File: src/rtl/regfile_if.sv
// Register-file access bus: one write port and one combinational read port.
// The CPU datapath drives the master side; the register file sits on the slave side.
interface regfile_if #(
  parameter int DATA_WIDTH = 8,
  parameter int ADDR_WIDTH = 1
);
  logic                  we;
  logic [ADDR_WIDTH-1:0] waddr;
  logic [DATA_WIDTH-1:0] wdata;
  logic [ADDR_WIDTH-1:0] rsel;
  logic [DATA_WIDTH-1:0] rdata;

  modport master (
    output we,
    output waddr,
    output wdata,
    output rsel,
    input  rdata
  );

  modport slave (
    input  we,
    input  waddr,
    input  wdata,
    input  rsel,
    output rdata
  );
endinterface : regfile_if

File: src/rtl/regfile.sv
// Small register file for the eight-bit datapath: NUM_REGS x DATA_WIDTH flops,
// one synchronous write port, one combinational read port, asynchronous clear.
module regfile #(
  parameter int DATA_WIDTH = 8,
  parameter int NUM_REGS   = 2,
  parameter int ADDR_WIDTH = 1
) (
  input  logic     clk,
  input  logic     reset,     // active-low despite the name
  regfile_if.slave bus
);

  logic [DATA_WIDTH-1:0] r_regs [NUM_REGS];
  logic [NUM_REGS-1:0]   w_wen;
  logic                  w_we_valid;
  logic [DATA_WIDTH-1:0] w_rdata;

  // An X/Z write enable must never open a write; in synthesis this is just we.
  assign w_we_valid = (bus.we === 1'b1);

  // One-hot write decode. Out-of-range addresses match no register, and an
  // X address never compares true, so neither can disturb stored data.
  always_comb begin
    // NOTE: every comb output gets a default first, otherwise the tool infers a latch.
    w_wen = '0;
    for (int i = 0; i < NUM_REGS; i++) begin
      if (w_we_valid && (bus.waddr == ADDR_WIDTH'(i))) begin
        w_wen[i] = 1'b1;
      end
    end
  end

  // NOTE: this array is tiny and must read 0 out of reset, so it is built from
  // resettable flops rather than a RAM macro, which could not be cleared asynchronously.
  always_ff @(posedge clk or negedge reset) begin
    if (!reset) begin
      for (int i = 0; i < NUM_REGS; i++) begin
        // NOTE: sequential state uses non-blocking assignments so all flops update together.
        r_regs[i] <= '0;
      end
    end else begin
      for (int i = 0; i < NUM_REGS; i++) begin
        if (w_wen[i]) begin
          r_regs[i] <= bus.wdata;
        end
      end
    end
  end

  // Read mux with no write bypass; indices past NUM_REGS read as 0.
  always_comb begin
    w_rdata = '0;
    for (int i = 0; i < NUM_REGS; i++) begin
      if (bus.rsel == ADDR_WIDTH'(i)) begin
        w_rdata = r_regs[i];
      end
    end
  end

  assign bus.rdata = w_rdata;

endmodule : regfile

File: src/flat_wrapper.sv
// flat-port wrapper written by rule: the top's interface ports become plain ports
module regfile_flat 
#(
  parameter int DATA_WIDTH = 8,
  parameter int NUM_REGS   = 2,
  parameter int ADDR_WIDTH = 1
)
  (clk, reset, bus_we, bus_waddr, bus_wdata, bus_rsel, bus_rdata);
  regfile_if #(.DATA_WIDTH(DATA_WIDTH), .ADDR_WIDTH(ADDR_WIDTH)) bus_i ();
  input  logic clk;
  input  logic reset;
  input wire logic [$bits(bus_i.we)-1:0] bus_we;
  input wire logic [$bits(bus_i.waddr)-1:0] bus_waddr;
  input wire logic [$bits(bus_i.wdata)-1:0] bus_wdata;
  input wire logic [$bits(bus_i.rsel)-1:0] bus_rsel;
  output wire logic [$bits(bus_i.rdata)-1:0] bus_rdata;
  assign bus_i.we = bus_we;
  assign bus_i.waddr = bus_waddr;
  assign bus_i.wdata = bus_wdata;
  assign bus_i.rsel = bus_rsel;
  assign bus_rdata = bus_i.rdata;
  regfile #(.DATA_WIDTH(DATA_WIDTH), .NUM_REGS(NUM_REGS), .ADDR_WIDTH(ADDR_WIDTH)) u_core (.clk(clk), .reset(reset), .bus(bus_i));
endmodule
File: config.mk
export PLATFORM = sky130hd
export DESIGN_NAME = regfile_flat
export DESIGN_NICKNAME = d
export VERILOG_FILES = /design/src/rtl/regfile_if.sv /design/src/rtl/regfile.sv /design/src/flat_wrapper.sv
export SDC_FILE = /design/constraint.sdc
export NUM_CORES = 1
export LEC_CHECK = 0
export CAP_MARGIN = 20
export CELL_PAD_IN_SITES_DETAIL_PLACEMENT = 1
export CELL_PAD_IN_SITES_GLOBAL_PLACEMENT = 2
export CORE_AREA = 2 2 51 53
export CTS_BUF_LIST = sky130_fd_sc_hd__clkbuf_8
export CTS_CLUSTER_DIAMETER = 50
export DETAILED_ROUTE_END_ITERATION = 8
export DIE_AREA = 0 0 53 55
export PLACE_DENSITY_LB_ADDON = 0.1
export REMOVE_ABC_BUFFERS = 1
export SLEW_MARGIN = 20
export SYNTH_ARGS = -nofsm -noshare
export SYNTH_HDL_FRONTEND = slang
export SYNTH_SLANG_ARGS = --single-unit
File: constraint.sdc
create_clock -name clk -period 1 [get_ports clk]
set_clock_uncertainty 0.15 [all_clocks]
set_input_delay 0.1 -clock clk [delete_from_list [all_inputs] [get_ports clk]]
set_output_delay 0.1 -clock clk [all_outputs]
set_load 0.02 [all_outputs]
# Yosys cells after proc, flatten, opt, wreduce, memory -nomap -nowiden
# Cells that the tools add are included.
[word_totals]
reg_bits = 16
inputBits = 13
output_inout_bits = 8
wordCells = 9
[classes]
eq_ne = 1
mux = 3
n_bitwise = 1
reduce_logical = 2
[op_table]
columns = ["op", "count"]
rows = [
  ["$mux 8", 1],
  ["$logic_and 1x1->1", 2],
  ["$mux 1", 2],
  ["$eqx 1x1->1 const B", 1],
  ["$not 1->1", 1],
]

# Longest topological paths before layout
# Gate-level depths: netlist of run 1.
[depth]
depth_word = 3
mapped_depth = 3
mapped_depth_nobuf = 2

# Least setup slack after synthesis of run 1
# Ideal clock, no wire load.
[synth_timing]
kind = "in2reg"
startpoint = "input bus_we"
endpoint = "register u_core.r_regs[10] (netlist bit)"
setup_ps = 125
t_arrival_ps = 649
t_required_ps = 725
setup_slack_ps = 76
cell_stages = 3
path_buffers = 1
path_cell_list = "nor2b_4 -> buf_6 -> mux2_4"
[synth_between]
elab_chain_cells = 3
[synth_lines]
columns = ["item", "line_no", "source"]
rows = [
  ["start, declared", "flat_wrapper.sv:12", "input wire logic [$bits(bus_i.we)-1:0] bus_we;"],
  ["$eqx 1x1->1", "regfile.sv:19", "assign w_we_valid = (bus.we === 1'b1);"],
  ["$logic_and 1x1->1", "regfile.sv:27", "if (w_we_valid && (bus.waddr == ADDR_WIDTH'(i))) begin"],
  ["$mux 1", "regfile.sv:27", ""],
  ["end signal, assigned by index", "regfile.sv:44", "r_regs[i] <= bus.wdata;"],
  ["end, declared", "regfile.sv:13", "logic [DATA_WIDTH-1:0] r_regs [NUM_REGS];"],
]
# Every way passes these cells.
# A chain may end at the register's enable or synchronous reset.

# Worst setup path in the final report of run 1
[layout_timing]
startpoint = "register u_core.r_regs[8] (netlist bit)"
endpoint = "output bus_rdata[0]"
[layout_between]
elab_chain_cells = 1
[layout_lines]
columns = ["item", "line_no", "source"]
rows = [
  ["$mux 8", "regfile.sv:54", "if (bus.rsel == ADDR_WIDTH'(i)) begin"],
  ["end, declared", "flat_wrapper.sv:16", "output wire logic [$bits(bus_i.rdata)-1:0] bus_rdata;"],
]
# Every way passes these cells.

==> results.sh, run 1 <==
export IMPL_crit_fanout=2
export IMPL_irDropWorstVdd_v=0.000694
export IMPL_slew_headroom_pct=87.3
export IMPL_nFillCells=254
export IMPL_ys_warn_count=0
export IMPL_hold_path_class="primary input to asynchronous set/reset pin"
export IMPL_crit_path_start_kind="register"
export IMPL_diodes=0
export IMPL_dieArea_sq_um=2920
export IMPL_finalNetCount=91
export IMPL_dp_slack_ns=-0.846
export IMPL_criticalPathCategory="register to output port"
export IMPL_avgSynthCellArea_sq_um=16.7
export IMPL_cap_violations=0
export IMPL_clk_pin_slew_worst_paths_ns=0.06
export IMPL_grt_util_all_layers_pct=11.1
export IMPL_wl_per_cell_microns=13.8
export IMPL_rrSetupSlack_ns=-0.03
export IMPL_cts_max_level=1
export IMPL_drc=0
export IMPL_synth_distinct_cells=7
export IMPL_status="finished with violations"
export IMPL_gp_congestion=0.624
export IMPL_synthesis_area_sq_um=737
export IMPL_cts_root_buf="clkbuf_8"
export IMPL_finalMaxSlewViolations=0
export IMPL_ys_seq_area_share_pct=54.3
export IMPL_hpwlAfterDp_mm=1.01
export IMPL_drive_gt1_share_pct=63.2
export IMPL_final_common_cell="dfrtp_1"
export IMPL_regMostFlops="u_core.r_regs"
export IMPL_start_util_pct=31.2
export IMPL_core_area_sq_um=2360
export IMPL_clock_sinks=16
export IMPL_die_y_microns=55
export IMPL_hold_viol=0
export IMPL_timing_final_crit_period_ns=1.29
export IMPL_top_regs="u_core.r_regs x16"
export IMPL_grt_overflow_total=0
export IMPL_r2r_cells=2
export IMPL_first_iter_violations=1
export IMPL_tightestPinTransition_ns=0.190
export IMPL_antenna_found_initial=0
export IMPL_vias_per_cell=4.43
export IMPL_finalPower_mw=1.85
export IMPL_rsz0062_at_grt="true"
export IMPL_portBuffers=20
export IMPL_dr_pass1_iters=2
export IMPL_final_setup_worst_slack_ns=-0.294
export IMPL_antenna_left=0
export IMPL_grt_first_pass_wirelength_mm=2.26
export IMPL_most_common_layout_cells="dfrtp_1 (16), mux2_4 (13), buf_6 (12)"
export IMPL_power_density_nw_per_um2=1620
export IMPL_cp_end_kind="output port"
export IMPL_multi_input_area_sq_um=344
export IMPL_critical_path_arrival_ns=1.04
export IMPL_clk_latency_ns=0.24
export IMPL_max_freq_mhz=773
export IMPL_vias=470
export IMPL_fin_crit_sh_pct=129
export IMPL_r2r_end="u_core.r_regs[8]$_DFFE_PN0P_"
export IMPL_grt_pass1_vias=516
export IMPL_ctsLongestPathBuffers=2
export IMPL_rows=18
export IMPL_syn_to_final_growth_pct=55.0
export IMPL_syn_inst=44
export IMPL_setup_viol_count_final=14
export IMPL_seqCellArea_sq_um=400
export IMPL_synth_seq_cells=16
export IMPL_violations="negative setup slack"
export IMPL_drt_wl_total_mm=1.46
export IMPL_required_ns=0.75
export IMPL_die_w_microns=53
export IMPL_io_pins=21
export IMPL_r2r_start="u_core.r_regs[8]$_DFFE_PN0P_"
export IMPL_cts_buffers=3
export IMPL_leakage_nw=0.530
export IMPL_largest_reg_flops=16
export IMPL_cts_tree="done"
export IMPL_grt_max_degree=9
## cell families (layout without fill, tap and decap cells)
family,after synthesis,in the layout,synth area share (%)
mux,24,24,40.7
simple gates,2,2,2.72
buf+inv,2,34,2.21
flops,16,16,54.3
## report_power, final
part	switching, mW	total [mW]	leakage [nW]	internal, mW
registers	0.0493	0.793	0.188	0.744
clock network	0.193	0.459	0.0216	0.266
logic	0.210	0.597	0.321	0.387
total	0.452	1.85	0.530	1.40
## layout make-up
type	instances	area share (%)
multi-input combinational	26	30.1
sequential	16	35.0
clock buffer	3	3.61
tap	30	3.29
timing repair buffer	31	27.9
## synth_stat cells, drive strengths merged
library cell,count,area share [%]
buf,2,2.2
dfrtp,16,54
mux2,24,41
nand2,1,0.85
nor2b,1,1.9
## how the worst max path moves through the flow
stage                                        startpoint                       endpoint  slack [ns]  cells after the start
after global placement                         bus_rsel                   bus_rdata[3]       -0.86                      4
after detailed placement                       bus_rsel                   bus_rdata[7]       -0.85                      4
final                      u_core.r_regs[8]$_DFFE_PN0P_                   bus_rdata[0]       -0.29                      2
after global routing      u_core.r_regs[12]$_DFFE_PN0P_                   bus_rdata[4]       -0.32                      2
after floorplan                                  bus_we  u_core.r_regs[10]$_DFFE_PN0P_        0.03                      2
after CTS                  u_core.r_regs[9]$_DFFE_PN0P_                   bus_rdata[1]       -0.29                      2
## routing by layer
layer  wire length, microns  vias up  part of all wire, %  global-route usage [%]
li1                       -      219                    -                       -
met1                    704      238                   48                    14.2
met2                    695       13                   48                    17.9
met3                     62        0                  4.2                    1.61
met4                      0        0                    0                    6.41
met5                      0        -                    0                       0
## worst max-delay path: stages (launching register included)
cell     delay, ns
dfrtp_1       0.39
mux2_4        0.28
buf_6         0.13
## metrics by stage
| stage | cells | hold WS (ns) | setup TNS [ns] | utilization, % | area, sq um |
|---|---|---|---|---|---|
| after floorplan | 42 | -0.346 | 0 | - | 721 |
| after global placement | 98 | 0.287 | -14.18 | 43.0 | 1020 |
| after detailed placement | 98 | 0.281 | -14.29 | 43.0 | 1020 |
| after CTS | 103 | 0.0264 | -2.33 | 46.4 | 1100 |
| after global routing | 106 | 0.0455 | -2.71 | 48.3 | 1140 |
| final | 106 | 0.0258 | -2.33 | 48.3 | 1140 |
## timing repair
item	in CTS	in global routing
endpoints found under the setup margin	24	13
gates resized for setup	56	7
buffers inserted	2	4
hold buffers	0	0
No activity file was read; power rests on OpenSTA's default activity.
==> run 2: changes to the inputs <==
==> constraint.sdc (replaced) <==
create_clock -name clk -period 1 [get_ports clk]
set_clock_uncertainty 0.15 [all_clocks]
set_input_delay 0.2 -clock clk [delete_from_list [all_inputs] [get_ports clk]]
set_output_delay 0.2 -clock clk [all_outputs]
set_load 0.02 [all_outputs]
==> results.sh, run 2 (synthesis gave the netlist of run 1 again) <==
export IMPL_place_area_sq_um=1020
export IMPL_crit_path_start_kind="register"
export IMPL_finalMaxSlewViolations=0
export IMPL_rsz0062_at_grt="true"
export IMPL_finalNetCount=91
export IMPL_setup_viol_count_final=14
export IMPL_syn_to_final_growth_pct=53.1
export IMPL_slew_headroom_pct=83.1
export IMPL_cts_root_buf="clkbuf_8"
export IMPL_die_y_microns=55
export IMPL_gp_congestion=0.624
export IMPL_vias=469
export IMPL_rrSetupSlack_ns=-0.03
export IMPL_antenna_found_initial=0
export IMPL_clk_latency_ns=0.24
export IMPL_drt_wl_total_mm=1.46
export IMPL_most_common_layout_cells="dfrtp_1 (16), mux2_4 (13), buf_6 (12)"
export IMPL_final_setup_worst_slack_ns=-0.394
export IMPL_required_ns=0.65
export IMPL_p_sw_mw=0.451
export IMPL_antenna_left=0
export IMPL_dr_pass1_iters=2
export IMPL_portBuffers=20
export IMPL_top_regs="u_core.r_regs x16"
export IMPL_cts_buffers=3
export IMPL_r2r_cells=2
export IMPL_grt_overflow_total=0
export IMPL_max_freq_mhz=717
export IMPL_timing_final_crit_period_ns=1.39
export IMPL_cts_tree="done"
export IMPL_dieArea_sq_um=2920
export IMPL_clock_sinks=16
export IMPL_nFillCells=253
export IMPL_largest_reg_flops=16
export IMPL_io_pins=21
export IMPL_cts_max_level=1
export IMPL_ctsLongestPathBuffers=2
export IMPL_grt_first_pass_wirelength_mm=2.26
export IMPL_clkPwrFrac_pct=24.9
export IMPL_p_seq_share_pct=43.0
export IMPL_critical_path_arrival_ns=1.04
export IMPL_cts_hold_buf=0
export IMPL_cap_violations=0
export IMPL_first_iter_violations=2
export IMPL_hold_viol=0
export IMPL_r2r_start="u_core.r_regs[8]$_DFFE_PN0P_"
export IMPL_crit_fanout=2
export IMPL_switching_share_pct=24.4
export IMPL_rows=18
export IMPL_core_area_sq_um=2360
export IMPL_wl_per_cell_microns=13.8
export IMPL_regMostFlops="u_core.r_regs"
export IMPL_hold_path_class="primary input to asynchronous set/reset pin"
export IMPL_diodes=0
export IMPL_start_util_pct=31.2
export IMPL_combPwrFrac_pct=32.2
export IMPL_fin_crit_sh_pct=139
export IMPL_r2r_end="u_core.r_regs[8]$_DFFE_PN0P_"
export IMPL_intPower_mw=1.39
export IMPL_leakage_nw=0.524
export IMPL_dp_slack_ns=-1.05
export IMPL_irDropWorstVdd_v=0.000694
export IMPL_finish_utilization_pct=47.7
export IMPL_grt_util_all_layers_pct=11.1
export IMPL_status="finished with violations"
export IMPL_final_cell_area_sq_um=1130
export IMPL_die_w_microns=53
export IMPL_drc=0
export IMPL_final_common_cell="dfrtp_1"
export IMPL_power_density_nw_per_um2=1640
export IMPL_setup_tns_final_ns=-3.14
export IMPL_cp_end_kind="output port"
export IMPL_tightestPinTransition_ns=0.253
export IMPL_vias_per_cell=4.42
export IMPL_grt_pass1_vias=516
export IMPL_grt_max_degree=9
export IMPL_violations="negative setup slack"
export IMPL_drive_gt1_share_pct=65.8
export IMPL_criticalPathCategory="register to output port"
export IMPL_hpwlAfterDp_mm=1.01
export IMPL_clk_pin_slew_worst_paths_ns=0.06
run 2: cell types whose count changed in the layout (fill, tap and decap cells not counted), sizes merged:
cell	previous run	this run
buf	19	21
clkdlybuf4s15	2	1
dlygate4sd2	1	0
run 2: how the worst max path moves through the flow:
stage	start	end	slack, ns	depth (start not counted)
floorplan	bus_we	u_core.r_regs[10]$_DFFE_PN0P_	-0.07	2
global placement	bus_rsel	bus_rdata[3]	-1.06	4
detailed placement	bus_rsel	bus_rdata[7]	-1.05	4
CTS	u_core.r_regs[9]$_DFFE_PN0P_	bus_rdata[1]	-0.39	2
global route	u_core.r_regs[12]$_DFFE_PN0P_	bus_rdata[4]	-0.42	2
finish	u_core.r_regs[8]$_DFFE_PN0P_	bus_rdata[0]	-0.39	2
run 2: critical path: stages, from the launching register on:
cell	delay (ns)
dfrtp_1	0.39
mux2_4	0.28
buf_6	0.13
run 2: power by group through the flow:
stage	clock (mW)	combinational, mW	sequential, mW
2_1_floorplan	0	0.274	0.785
3_3_place_gp	0	0.502	0.798
3_5_place_dp	0	0.504	0.797
4_1_cts	0.490	0.560	0.789
5_1_grt	0.511	0.632	0.804
6_report	0.459	0.594	0.793
run 2: layer usage:
layer	GRT usage, %	routed length [microns]
met5	0	0
met4	6.41	0
met3	1.61	62
met2	17.9	690
met1	14.2	709
run 2: area by class of cell:
cell class | instances | area, sq um | share of cell area (%)
multi-input cells | 26 | 339 | 30.0
flip-flops and latches | 16 | 400 | 35.5
clock buffers | 3 | 41.3 | 3.66
repair buffers | 31 | 310 | 27.5
well taps | 30 | 37.5 | 3.33
run 2: what timing repair did:
action                                  4_1_cts  5_1_grt
gates resized for setup                      63        4
endpoints found under the setup margin       24       11
setup buffers                                 2        4
run 2: through the flow:
stage	hold slack, ns	instances	power [mW]
final	0.126	106	1.85
after detailed placement	0.338	98	1.30
after floorplan	-0.246	42	1.06
after global routing	0.146	106	1.95
after CTS	0.126	103	1.84
after global placement	0.334	98	1.30
==> run 3: changes to the inputs <==
- CORE_AREA: 2 2 51 53 -> 2 2 53 55
- DIE_AREA: 0 0 53 55 -> 0 0 55 57
- PLACE_DENSITY: unset -> 0.85
- PLACE_DENSITY_LB_ADDON: 0.1 -> unset
- clock period: 1 -> 1.1 ns (I/O delays scaled with it)
==> results.sh, run 3 (synthesis gave the netlist of run 1 again) <==
export IMPL_criticalPathCategory="register to output port"
export IMPL_crit_fanout=2
export IMPL_vias_per_cell=4.45
export IMPL_portBuffers=20
export IMPL_antenna_found_initial=0
export IMPL_regMostFlops="u_core.r_regs"
export IMPL_hold_viol=0
export IMPL_hold_path_class="primary input to asynchronous set/reset pin"
export IMPL_fin_crit_sh_pct=129
export IMPL_r2r_start="u_core.r_regs[14]$_DFFE_PN0P_"
export IMPL_cp_slowest_cell="dfrtp_1"
export IMPL_whs_ns=0.157
export IMPL_io_pins=21
export IMPL_core_area_sq_um=2620
export IMPL_drc=0
export IMPL_largest_reg_flops=16
export IMPL_cts_hold_buf=0
export IMPL_die_w_microns=55
export IMPL_most_common_layout_cells="dfrtp_1 (16), mux2_4 (14), buf_6 (13)"
export IMPL_layout_cells_non_filler=107
export IMPL_first_iter_violations=2
export IMPL_finalNetCount=90
export IMPL_cts_buffers=3
export IMPL_nFillCells=277
export IMPL_p_sw_mw=0.431
export IMPL_cp_end_kind="output port"
export IMPL_grt_first_pass_wirelength_mm=2.38
export IMPL_switching_share_pct=24.4
export IMPL_ctsLongestPathBuffers=2
export IMPL_vias=476
export IMPL_die_y_microns=57
export IMPL_leakage_nw=0.537
export IMPL_irDropWorstVdd_v=0.000698
export IMPL_multi_input_area_sq_um=348
export IMPL_top_regs="u_core.r_regs x16"
export IMPL_grt_pass1_vias=522
export IMPL_seqCellArea_sq_um=400
export IMPL_gp_congestion=0.626
export IMPL_clock_sinks=16
export IMPL_intPower_mw=1.34
export IMPL_cts_root_buf="clkbuf_8"
export IMPL_critical_path_arrival_ns=1.04
export IMPL_grt_overflow_total=0
export IMPL_cap_violations=0
export IMPL_grt_max_degree=17
export IMPL_final_cell_area_sq_um=1150
export IMPL_violations="negative setup slack"
export IMPL_place_area_sq_um=1030
export IMPL_p_seq_share_pct=40.8
export IMPL_tightestPinTransition_ns=0.130
export IMPL_required_ns=0.73
export IMPL_clk_pin_slew_worst_paths_ns=0.06
export IMPL_cp_cell_sequence="mux2_2 > buf_6"
export IMPL_antenna_left=0
export IMPL_wl_per_cell_microns=14.3
export IMPL_drive_gt1_share_pct=67.1
export IMPL_hpwlAfterDp_mm=1.08
export IMPL_r2r_end="u_core.r_regs[14]$_DFFE_PN0P_"
export IMPL_start_util_pct=28.2
export IMPL_grt_util_all_layers_pct=11.1
export IMPL_dp_cells=101
export IMPL_max_freq_mhz=707
export IMPL_finalPower_mw=1.77
export IMPL_dieArea_sq_um=3140
export IMPL_final_setup_worst_slack_ns=-0.315
export IMPL_clk_latency_ns=0.25
export IMPL_status="finished with violations"
export IMPL_diodes=0
export IMPL_drt_wl_total_mm=1.53
export IMPL_finalMaxSlewViolations=0
export IMPL_power_density_nw_per_um2=1540
export IMPL_combPwrFrac_pct=30.1
export IMPL_rrSetupSlack_ns=0.07
export IMPL_cts_tree="done"
export IMPL_setup_viol_count_final=8
export IMPL_max_stage_delay_ns=0.39
export IMPL_slew_headroom_pct=91.3
export IMPL_syn_to_final_growth_pct=56.0
export IMPL_cts_max_level=1
export IMPL_r2r_cells=2
export IMPL_final_common_cell="dfrtp_1"
export IMPL_critPathLaunch="u_core.r_regs[12]$_DFFE_PN0P_"
export IMPL_crit_path_start_kind="register"
export IMPL_timing_final_crit_period_ns=1.41
export IMPL_rows=19
export IMPL_rsz0062_at_grt="true"
export IMPL_clkPwrFrac_pct=29.0
export IMPL_dr_pass1_iters=2
==> run 3: changes by cell type in the layout (fill, tap and decap cells not counted), sizes merged <==
| cell | delta |
|---|---|
| buf | -3 |
| clkbuf | +3 |
==> run 3: what timing repair did <==
item	in CTS	in global routing
endpoints found under the setup margin	24	12
resized for setup	62	7
setup buffers	1	3
==> run 3: worst max-delay path by stage <==
stage / end / slack, ns / cells past startpoint
2_1_floorplan: u_core.r_regs[10]$_DFFE_PN0P_ / 0.009 / 2
3_5_place_dp: bus_rdata[4] / -1.01 / 4
5_1_grt: bus_rdata[2] / -0.36 / 2
3_3_place_gp: bus_rdata[1] / -1.02 / 4
6_report: bus_rdata[4] / -0.31 / 2
4_1_cts: bus_rdata[4] / -0.33 / 2
==> run 3: critical path: cells and delay by family (launching register included) <==
kind / cells / cell delay, ns
buffers and inverters: 1 / 0.13
flip-flops: 1 / 0.39
multiplexers: 1 / 0.28
==> run 3: per-stage QoR <==
stage | utilization (%) | setup TNS (ns) | worst slack (ns)
floorplan | - | 0 | 0.00920
global placement | 39.5 | -15.92 | -1.02
detailed placement | 39.5 | -16.14 | -1.01
CTS | 43.3 | -2.54 | -0.331
global route | 44.0 | -2.73 | -0.362
finish | 44.0 | -2.45 | -0.315
==> run 3: power groups by stage <==
stage | clock [mW] | combinational (mW) | sequential [mW]
floorplan | 0 | 0.249 | 0.714
global placement | 0 | 0.462 | 0.723
detailed placement | 0 | 0.467 | 0.729
CTS | 0.538 | 0.520 | 0.721
global route | 0.569 | 0.568 | 0.732
finish | 0.514 | 0.532 | 0.722
==> run 3: cell type report <==
| class | count | share of cell area [%] |
|---|---|---|
| multi-input cells | 26 | 30.3 |
| well taps | 31 | 3.37 |
| repair buffers | 30 | 26.8 |
| clock buffers | 4 | 4.79 |
| flip-flops and latches | 16 | 34.8 |
==> run 3: per-layer routing <==
metal / vias to the layer above / part of all wire [%] / GRT usage [%]
li1: 219 / - / -
met1: 237 / 45 / 15.4
met2: 18 / 48 / 15.8
met3: 2 / 6.3 / 2.36
met4: 0 / 0.98 / 6.27
met5: - / 0 / 0
